$ cat src/rtl/sram_pkg.sv
// Shared definitions for the single-port SRAM bank: write-collision mode
// codes, the clear/active state encoding and the even-parity helper.
package sram_pkg;

    // Output behaviour of a write access
    localparam int WR_FIRST  = 0;
    localparam int RD_FIRST  = 1;
    localparam int NO_CHANGE = 2;

    // Bank sequencer states
    typedef enum logic {
        CLEAR  = 1'b0,
        ACTIVE = 1'b1
    } state_t;

    // Widest word the parity helper covers; narrower words are zero-extended,
    // which leaves the parity unchanged.
    localparam int PAR_MAX_W = 1024;

    // Even parity bit: makes the total number of ones (data + bit) even
    function automatic logic even_parity(input logic [PAR_MAX_W-1:0] d);
        return ^d;
    endfunction

endpackage

$ cat src/rtl/sram_rd_pipe.sv
// Read-return register pipeline for sram_sp_bank. Carries rvalid, rdata and
// the parity-error flag together through RD_LAT (1 or 2) register stages.
// Data stages only load on a valid beat, so rdata holds between accesses.
module sram_rd_pipe #(
    parameter int WIDTH  = 64,
    parameter int RD_LAT = 1
) (
    input  logic             clk,
    input  logic             reset_n,
    input  logic             vld_in,
    input  logic [WIDTH-1:0] data_in,
    input  logic             perr_in,
    output logic             rvalid,
    output logic [WIDTH-1:0] rdata,
    output logic             par_err
);

    logic             vld_p1;
    logic             perr_p1;
    logic [WIDTH-1:0] data_p1;

    // Stage p1: first registered copy of the access result
    always_ff @(posedge clk or negedge reset_n) begin
        if (!reset_n) begin
            vld_p1  <= 1'b0;
            perr_p1 <= 1'b0;
            data_p1 <= '0;
        end else begin
            vld_p1  <= vld_in;
            perr_p1 <= vld_in & perr_in;
            if (vld_in) begin
                data_p1 <= data_in;
            end
        end
    end

    generate
        if (RD_LAT == 2) begin : g_lat2
            logic             vld_p2;
            logic             perr_p2;
            logic [WIDTH-1:0] data_p2;

            // Stage p2: extra output register, everything delayed together
            always_ff @(posedge clk or negedge reset_n) begin
                if (!reset_n) begin
                    vld_p2  <= 1'b0;
                    perr_p2 <= 1'b0;
                    data_p2 <= '0;
                end else begin
                    vld_p2  <= vld_p1;
                    perr_p2 <= perr_p1;
                    if (vld_p1) begin
                        data_p2 <= data_p1;
                    end
                end
            end

            assign rvalid  = vld_p2;
            assign rdata   = data_p2;
            assign par_err = perr_p2;
        end else begin : g_lat1
            assign rvalid  = vld_p1;
            assign rdata   = data_p1;
            assign par_err = perr_p1;
        end
    endgenerate

endmodule

$ cat src/rtl/sram_sp_bank.sv
// Parametrised single-port synchronous SRAM bank for the Viterbi survivor
// memory. Includes a power-on clear sequencer, out-of-range address detection
// with a sticky flag and configurable write-collision output behaviour.
// Optional per-word even parity is enabled by defining SRAM_PARITY_EN.
module sram_sp_bank
    import sram_pkg::*;
#(
    parameter int WIDTH      = 64,
    parameter int DEPTH      = 21,
    parameter int ADDR_W     = 5,
    parameter int RD_LAT     = 1,
    parameter int WR_MODE    = 0,
    parameter int INIT_CLEAR = 1
) (
    input  logic              clk,
    input  logic              reset_n,
    input  logic              cs,
    input  logic              we,
    input  logic [ADDR_W-1:0] addr,
    input  logic [WIDTH-1:0]  wdata,
    output logic [WIDTH-1:0]  rdata,
    output logic              rvalid,
    output logic              busy,
    output logic              addr_err,
    input  logic              err_clr,
    output logic              par_err,
    output logic              par_err_sticky
);

    localparam logic [ADDR_W:0]   DEPTH_X   = (ADDR_W + 1)'(DEPTH);
    localparam logic [ADDR_W-1:0] LAST_ADDR = ADDR_W'(DEPTH - 1);

    state_t            state;
    state_t            state_nx;
    logic [ADDR_W-1:0] cnt;
    logic [ADDR_W-1:0] cnt_nx;

    logic              acc;
    logic              in_range;
    logic [WIDTH-1:0]  old_word;
    logic              par_bad;

    logic              vld_p0;
    logic [WIDTH-1:0]  data_p0;
    logic              perr_p0;
    logic              oob_p0;
    logic              oob_evt;

    logic [WIDTH-1:0]  mem [DEPTH];

    // Sequencer state and clear counter; reset restarts the clear from word 0
    always_ff @(posedge clk or negedge reset_n) begin
        if (!reset_n) begin
            state <= (INIT_CLEAR != 0) ? CLEAR : ACTIVE;
            cnt   <= '0;
        end else begin
            state <= state_nx;
            cnt   <= cnt_nx;
        end
    end

    // Next state: walk every word once in CLEAR, then stay ACTIVE
    always_comb begin
        state_nx = state;
        cnt_nx   = cnt;
        case (state)
            CLEAR: begin
                if (cnt == LAST_ADDR) begin
                    state_nx = ACTIVE;
                    cnt_nx   = '0;
                end else begin
                    cnt_nx = cnt + 1'b1;
                end
            end
            default: begin
                state_nx = ACTIVE;
            end
        endcase
    end

    assign busy     = (state == CLEAR);
    assign acc      = cs & ~busy;
    assign in_range = ({1'b0, addr} < DEPTH_X);
    assign old_word = in_range ? mem[addr] : '0;

`ifdef SRAM_PARITY_EN
    logic par_mem [DEPTH];

    // Word and parity storage: zero fill while clearing, else in-range writes
    always_ff @(posedge clk) begin
        if (busy) begin
            mem[cnt]     <= '0;
            par_mem[cnt] <= 1'b0;
        end else if (acc && we && in_range) begin
            mem[addr]     <= wdata;
            par_mem[addr] <= even_parity(PAR_MAX_W'(wdata));
        end
    end

    assign par_bad = in_range ?
                     (even_parity(PAR_MAX_W'(old_word)) != par_mem[addr]) : 1'b0;
`else
    // Word storage: zero fill while clearing, else in-range writes
    always_ff @(posedge clk) begin
        if (busy) begin
            mem[cnt] <= '0;
        end else if (acc && we && in_range) begin
            mem[addr] <= wdata;
        end
    end

    assign par_bad = 1'b0;
`endif

    // Stage p0: decode the access into the value to return and its flags
    always_comb begin
        vld_p0  = 1'b0;
        data_p0 = old_word;
        perr_p0 = 1'b0;
        oob_p0  = 1'b0;
        if (acc) begin
            oob_p0 = ~in_range;
            if (we) begin
                case (WR_MODE)
                    WR_FIRST: begin
                        vld_p0  = 1'b1;
                        data_p0 = wdata;
                    end
                    RD_FIRST: begin
                        vld_p0  = 1'b1;
                        perr_p0 = par_bad;
                    end
                    default: begin
                        vld_p0 = 1'b0;
                    end
                endcase
            end else begin
                vld_p0  = 1'b1;
                perr_p0 = par_bad;
            end
        end
    end

    sram_rd_pipe #(
        .WIDTH  (WIDTH),
        .RD_LAT (RD_LAT)
    ) u_rd_pipe (
        .clk     (clk),
        .reset_n (reset_n),
        .vld_in  (vld_p0),
        .data_in (data_p0),
        .perr_in (perr_p0),
        .rvalid  (rvalid),
        .rdata   (rdata),
        .par_err (par_err)
    );

    // Out-of-range event follows the same latency as rvalid
    generate
        if (RD_LAT == 2) begin : g_oob_lat2
            logic oob_p1;

            // Stage p1: delay the out-of-range event by one cycle
            always_ff @(posedge clk or negedge reset_n) begin
                if (!reset_n) begin
                    oob_p1 <= 1'b0;
                end else begin
                    oob_p1 <= oob_p0;
                end
            end

            assign oob_evt = oob_p1;
        end else begin : g_oob_lat1
            assign oob_evt = oob_p0;
        end
    endgenerate

    // Sticky address error; a new error wins over err_clr
    always_ff @(posedge clk or negedge reset_n) begin
        if (!reset_n) begin
            addr_err <= 1'b0;
        end else if (oob_evt) begin
            addr_err <= 1'b1;
        end else if (err_clr) begin
            addr_err <= 1'b0;
        end
    end

`ifdef SRAM_PARITY_EN
    // Sticky parity error; a new mismatch wins over err_clr
    always_ff @(posedge clk or negedge reset_n) begin
        if (!reset_n) begin
            par_err_sticky <= 1'b0;
        end else if (par_err) begin
            par_err_sticky <= 1'b1;
        end else if (err_clr) begin
            par_err_sticky <= 1'b0;
        end
    end
`else
    assign par_err_sticky = 1'b0;
`endif

endmodule

$ cat config.mk
export PLATFORM = sky130hd
export DESIGN_NAME = sram_sp_bank
export DESIGN_NICKNAME = d
export VERILOG_FILES = /design/src/rtl/sram_pkg.sv /design/src/rtl/sram_rd_pipe.sv /design/src/rtl/sram_sp_bank.sv
export SDC_FILE = /design/constraint.sdc
export NUM_CORES = 2
export LEC_CHECK = 0
export CORE_MARGIN = 3
export CORE_UTILIZATION = 66
export DETAILED_ROUTE_END_ITERATION = 8
export GPL_TIMING_DRIVEN = 0
export PLACE_DENSITY_LB_ADDON = 0.12
export SETUP_SLACK_MARGIN = 0.4
export SYNTH_ARGS = -nofsm -noshare
export SYNTH_HDL_FRONTEND = slang
export SYNTH_SLANG_ARGS = --single-unit
$ cat constraint.sdc
create_clock -name clk -period 11.8 [get_ports clk]
set_clock_uncertainty 0.1 [all_clocks]
set_input_delay 1.77 -clock clk [delete_from_list [all_inputs] [get_ports clk]]
set_output_delay 1.77 -clock clk [all_outputs]
set_load 0.05 [all_outputs]
==> impl_metrics.py <==
metrics = {
    "status": {
        "status": "finished with violations",
        "violations": "max-capacitance violations, max-slew violations",
    },
    "place": {
        "dpl.cell_count": 3792,
        "placed_cell_area_um2": 59100,
        "dp_hpwl_mm": 92.0,
        "port-buffer-count": 137,
        "dp_slack_ns": 5.74,
        "gp_congestion": 0.840,
    },
    "route": {
        "drt_iter0_drc": 4528,
        "drc": 0,
        "routed_via_density": 7.35,
        "routedWlPerCell_um": 36.8,
        "wirelength_mm": 149,
        "drt_pass1_iterations": 8,
        "vias": 29799,
        "ant_nets": 0,
    },
    "global_routing": {
        "grt_first_pass_wirelength_mm": 217,
        "grt_max_degree": 50,
        "grt_overflow": 0,
        "grt_usage": 0.359,
        "antenna_found_initial": 1,
        "grt_pass1_vias": 30922,
    },
    "synth": {
        "synth-main-ff-cell": "edfxtp_1",
        "avgSynthCellArea_um2": 21.7,
        "synth_area_um2": 54300,
        "post_synth_num_cell_types": 50,
        "seq_area_frac_synth": 0.777,
        "ys_async_sr_fraction": 0.0508,
        "ys_seq_elements": 1416,
        "syn_inst": 2501,
        "synth-edff-count": 1344,
        "synth_warnings": 0,
    },
    "clocking": {
        "cts_sinks": 1416,
        "cts_setup_buffers": 0,
        "clk-insertion-delay-late_ns": 0.75,
        "cts_tree": "built",
        "ctsHoldBuffers": 0,
        "h-tree-depth": 4,
        "clock_tree.buffer_depth": 3,
        "cts_resized": 0,
        "path_clk_slew_ns": 0.06,
        "clock-root-buffer": "clkbuf_16",
        "cts_made_buffers": 139,
    },
    "critical_path": {
        "cp_max_fo": 11,
        "crit_path_start_kind": "input port",
        "worstSetupPathType": "in -> reg",
        "arrival_ns": 5.86,
        "crit_required_ns": 12.14,
        "cp-end-kind": "flip-flop",
    },
    "sta": {
        "min_period_over_period": 0.468,
        "fin_ws_ns": 6.28,
        "grt_setup_unrepaired": "no",
        "period_minus_slack_ns": 5.52,
        "hold_violations": 0,
        "relSlewSlack": -0.0251,
        "tightest_slew_ns": 1.52,
        "finalMaxSlewViolations": 10,
        "timing.fmax_mhz": 181,
        "final-setup-viol-count": 0,
    },
    "die": {
        "die_y_um": 293,
        "num_rows": 104,
        "ios": 143,
        "die-width_um": 293,
        "die-area_um2": 85700,
        "initial_core_util": 0.671,
        "core-area_um2": 80900,
    },
    "power": {
        "powerDensity_nw_per_um2": 166,
        "power_leakage_nw": 23.3,
        "ir_worst_vdd_uv": 151,
        "power_mw": 10.6,
    },
    "layout": {
        "drive_gt1_frac": 0.257,
        "final_util": 0.788,
        "layout.nets": 2950,
        "layoutNonFillerInstCount": 4055,
        "n_fill_cell": 3855,
        "final_area_um2": 63800,
        "area_growth_pct": 17.5,
    },
    "hold_path": {
        "hp-class": "reg -> reg",
    },
    "flow_run": {
        "max_cap_viol_count": 1,
    },
}
where the power goes:
group,leakage [nW],internal (mW),total (mW),switching [mW]
Combinational,5.27,0.180,0.534,0.354
Clock,2.27,2.63,4.53,1.90
Sequential,15.8,5.50,5.52,0.0216
Total,23.3,8.31,10.6,2.28
cell usage in the layout, fill, tap and decap left out, types with 6 or more instances in the layout:
master,netlist,layout
clkbuf_8,0,14
nand2_1,58,58
buf_16,0,35
clkinv_1,0,17
a221oi_1,69,69
nand4b_1,9,9
inv_1,9,9
a21oi_4,0,8
buf_2,29,29
bufinv_16,0,13
a211oi_4,0,8
buf_4,12,15
buf_12,0,19
and2_1,64,64
mux4_2,320,320
clkbuf_1,91,128
a22oi_1,59,59
or2_2,48,48
o21ai_0,15,14
nand4_1,51,51
mux2_2,18,18
clkdlybuf4s50_1,0,136
clkinv_2,0,16
and3_1,65,65
buf_6,16,25
clkbuf_16,0,144
diode_2,0,7
buf_1,6,6
nand3_1,14,14
buf_8,0,29
nor2_1,12,7
edfxtp_1,1344,1344
o211ai_1,57,57
dfrtp_1,72,72
worst paths after layout:
kind                                                  from                         endpoint  slack [ns]  cells after the start
max reg2reg                                state$_DFF_PN0_             mem[0][15]$_DFFE_PP_        7.64                      9
max in group asynchronous                          reset_n  u_rd_pipe.rdata[13]$_DFFE_PN0N_        9.80                      2
min in group asynchronous                          reset_n  u_rd_pipe.rdata[42]$_DFFE_PN0N_        1.04                      1
min                        u_rd_pipe.rdata[55]$_DFFE_PN0N_  u_rd_pipe.rdata[55]$_DFFE_PN0N_        0.44                      2
max                                                addr[1]             mem[0][15]$_DFFE_PP_        6.28                     11
min reg2reg                u_rd_pipe.rdata[55]$_DFFE_PN0N_  u_rd_pipe.rdata[55]$_DFFE_PN0N_        0.44                      2
synth_stat cells, drive strengths merged, types with 2 or more instances:
library cell  count  area [µm²]
edfxtp         1344       40400
mux4            320        7210
clkbuf           91         342
dfrtp            72        1800
a221oi           69         604
and3             65         407
and2             64         400
buf              63         438
a22oi            59         443
nand2            58         218
o211ai           57         428
or2              53         332
nand4            51         319
mux2             18         203
o21ai            16        80.1
nand3            14        70.1
nor2             12        45.0
a211oi            9        67.6
inv               9        33.8
nand4b            9        78.8
a21oi             8        40.0
nor4              5        82.6
nor4bb            5        50.1
nor3              3        15.0
o21a              3        22.5
a21o              2        15.0
a31oi             2        12.5
and4b             2        20.0
ha                2        25.0
nand2b            2        12.5
o2111ai           2        17.5
through the flow:
stage	setup TNS [ns]	hold slack (ns)
3_3_place_gp	-1326.38	0.412
4_1_cts	0	0.437
6_report	0	0.437
5_1_grt	0	0.471
3_5_place_dp	0	0.421
2_1_floorplan	0	0.385
final cells by class:
type | instances | area, µm² | share of cell area
well taps | 1060 | 1330 | 0.0208
multi-input cells | 923 | 11600 | 0.181
diodes | 7 | 17.5 | 0.000275
plain buffers | 154 | 779 | 0.0122
inverters | 9 | 33.8 | 0.000529
clock buffers | 195 | 3940 | 0.0617
repair buffers | 231 | 3260 | 0.0512
flip-flops and latches | 1416 | 42200 | 0.661
clock inverters | 60 | 736 | 0.0115
metal layers:
layer,part of all wire,GRT usage
met1,0.34,0.479
met2,0.48,0.562
met3,0.12,0.0958
met4,0.056,0.180
met5,0,0
worst max-delay path, stage by stage:
cell and delay [ns]:
clkdlybuf4s50_1 0.54, buf_2 0.33, buf_4 0.29, a21o_1 0.20
a211oi_1 0.44, a32oi_1 0.47, a211oi_4 0.97, buf_16 0.25
buf_16 0.17, buf_8 0.18, buf_6 0.18
state kept, by name, indices dropped and copies added (netlist names):
signal and count:
addr_err 1, cnt 5, mem 1344, state 1
u_rd_pipe.rdata 64, u_rd_pipe.rvalid 1
kinds of logic (layout without fill, tap and decap cells):
family	Yosys count	count (layout)	share of synthesized area
and+or+nand+nor	349	349	0.0387
adders and majority gates	2	2	0.000461
muxes	338	338	0.136
DFF	1416	1416	0.777
buffers and inverters	163	649	0.0150
other	1	9	0.0000691
AOI/OAI and AO/OA	232	232	0.0327
No activity file was read; power rests on OpenSTA's default activity.
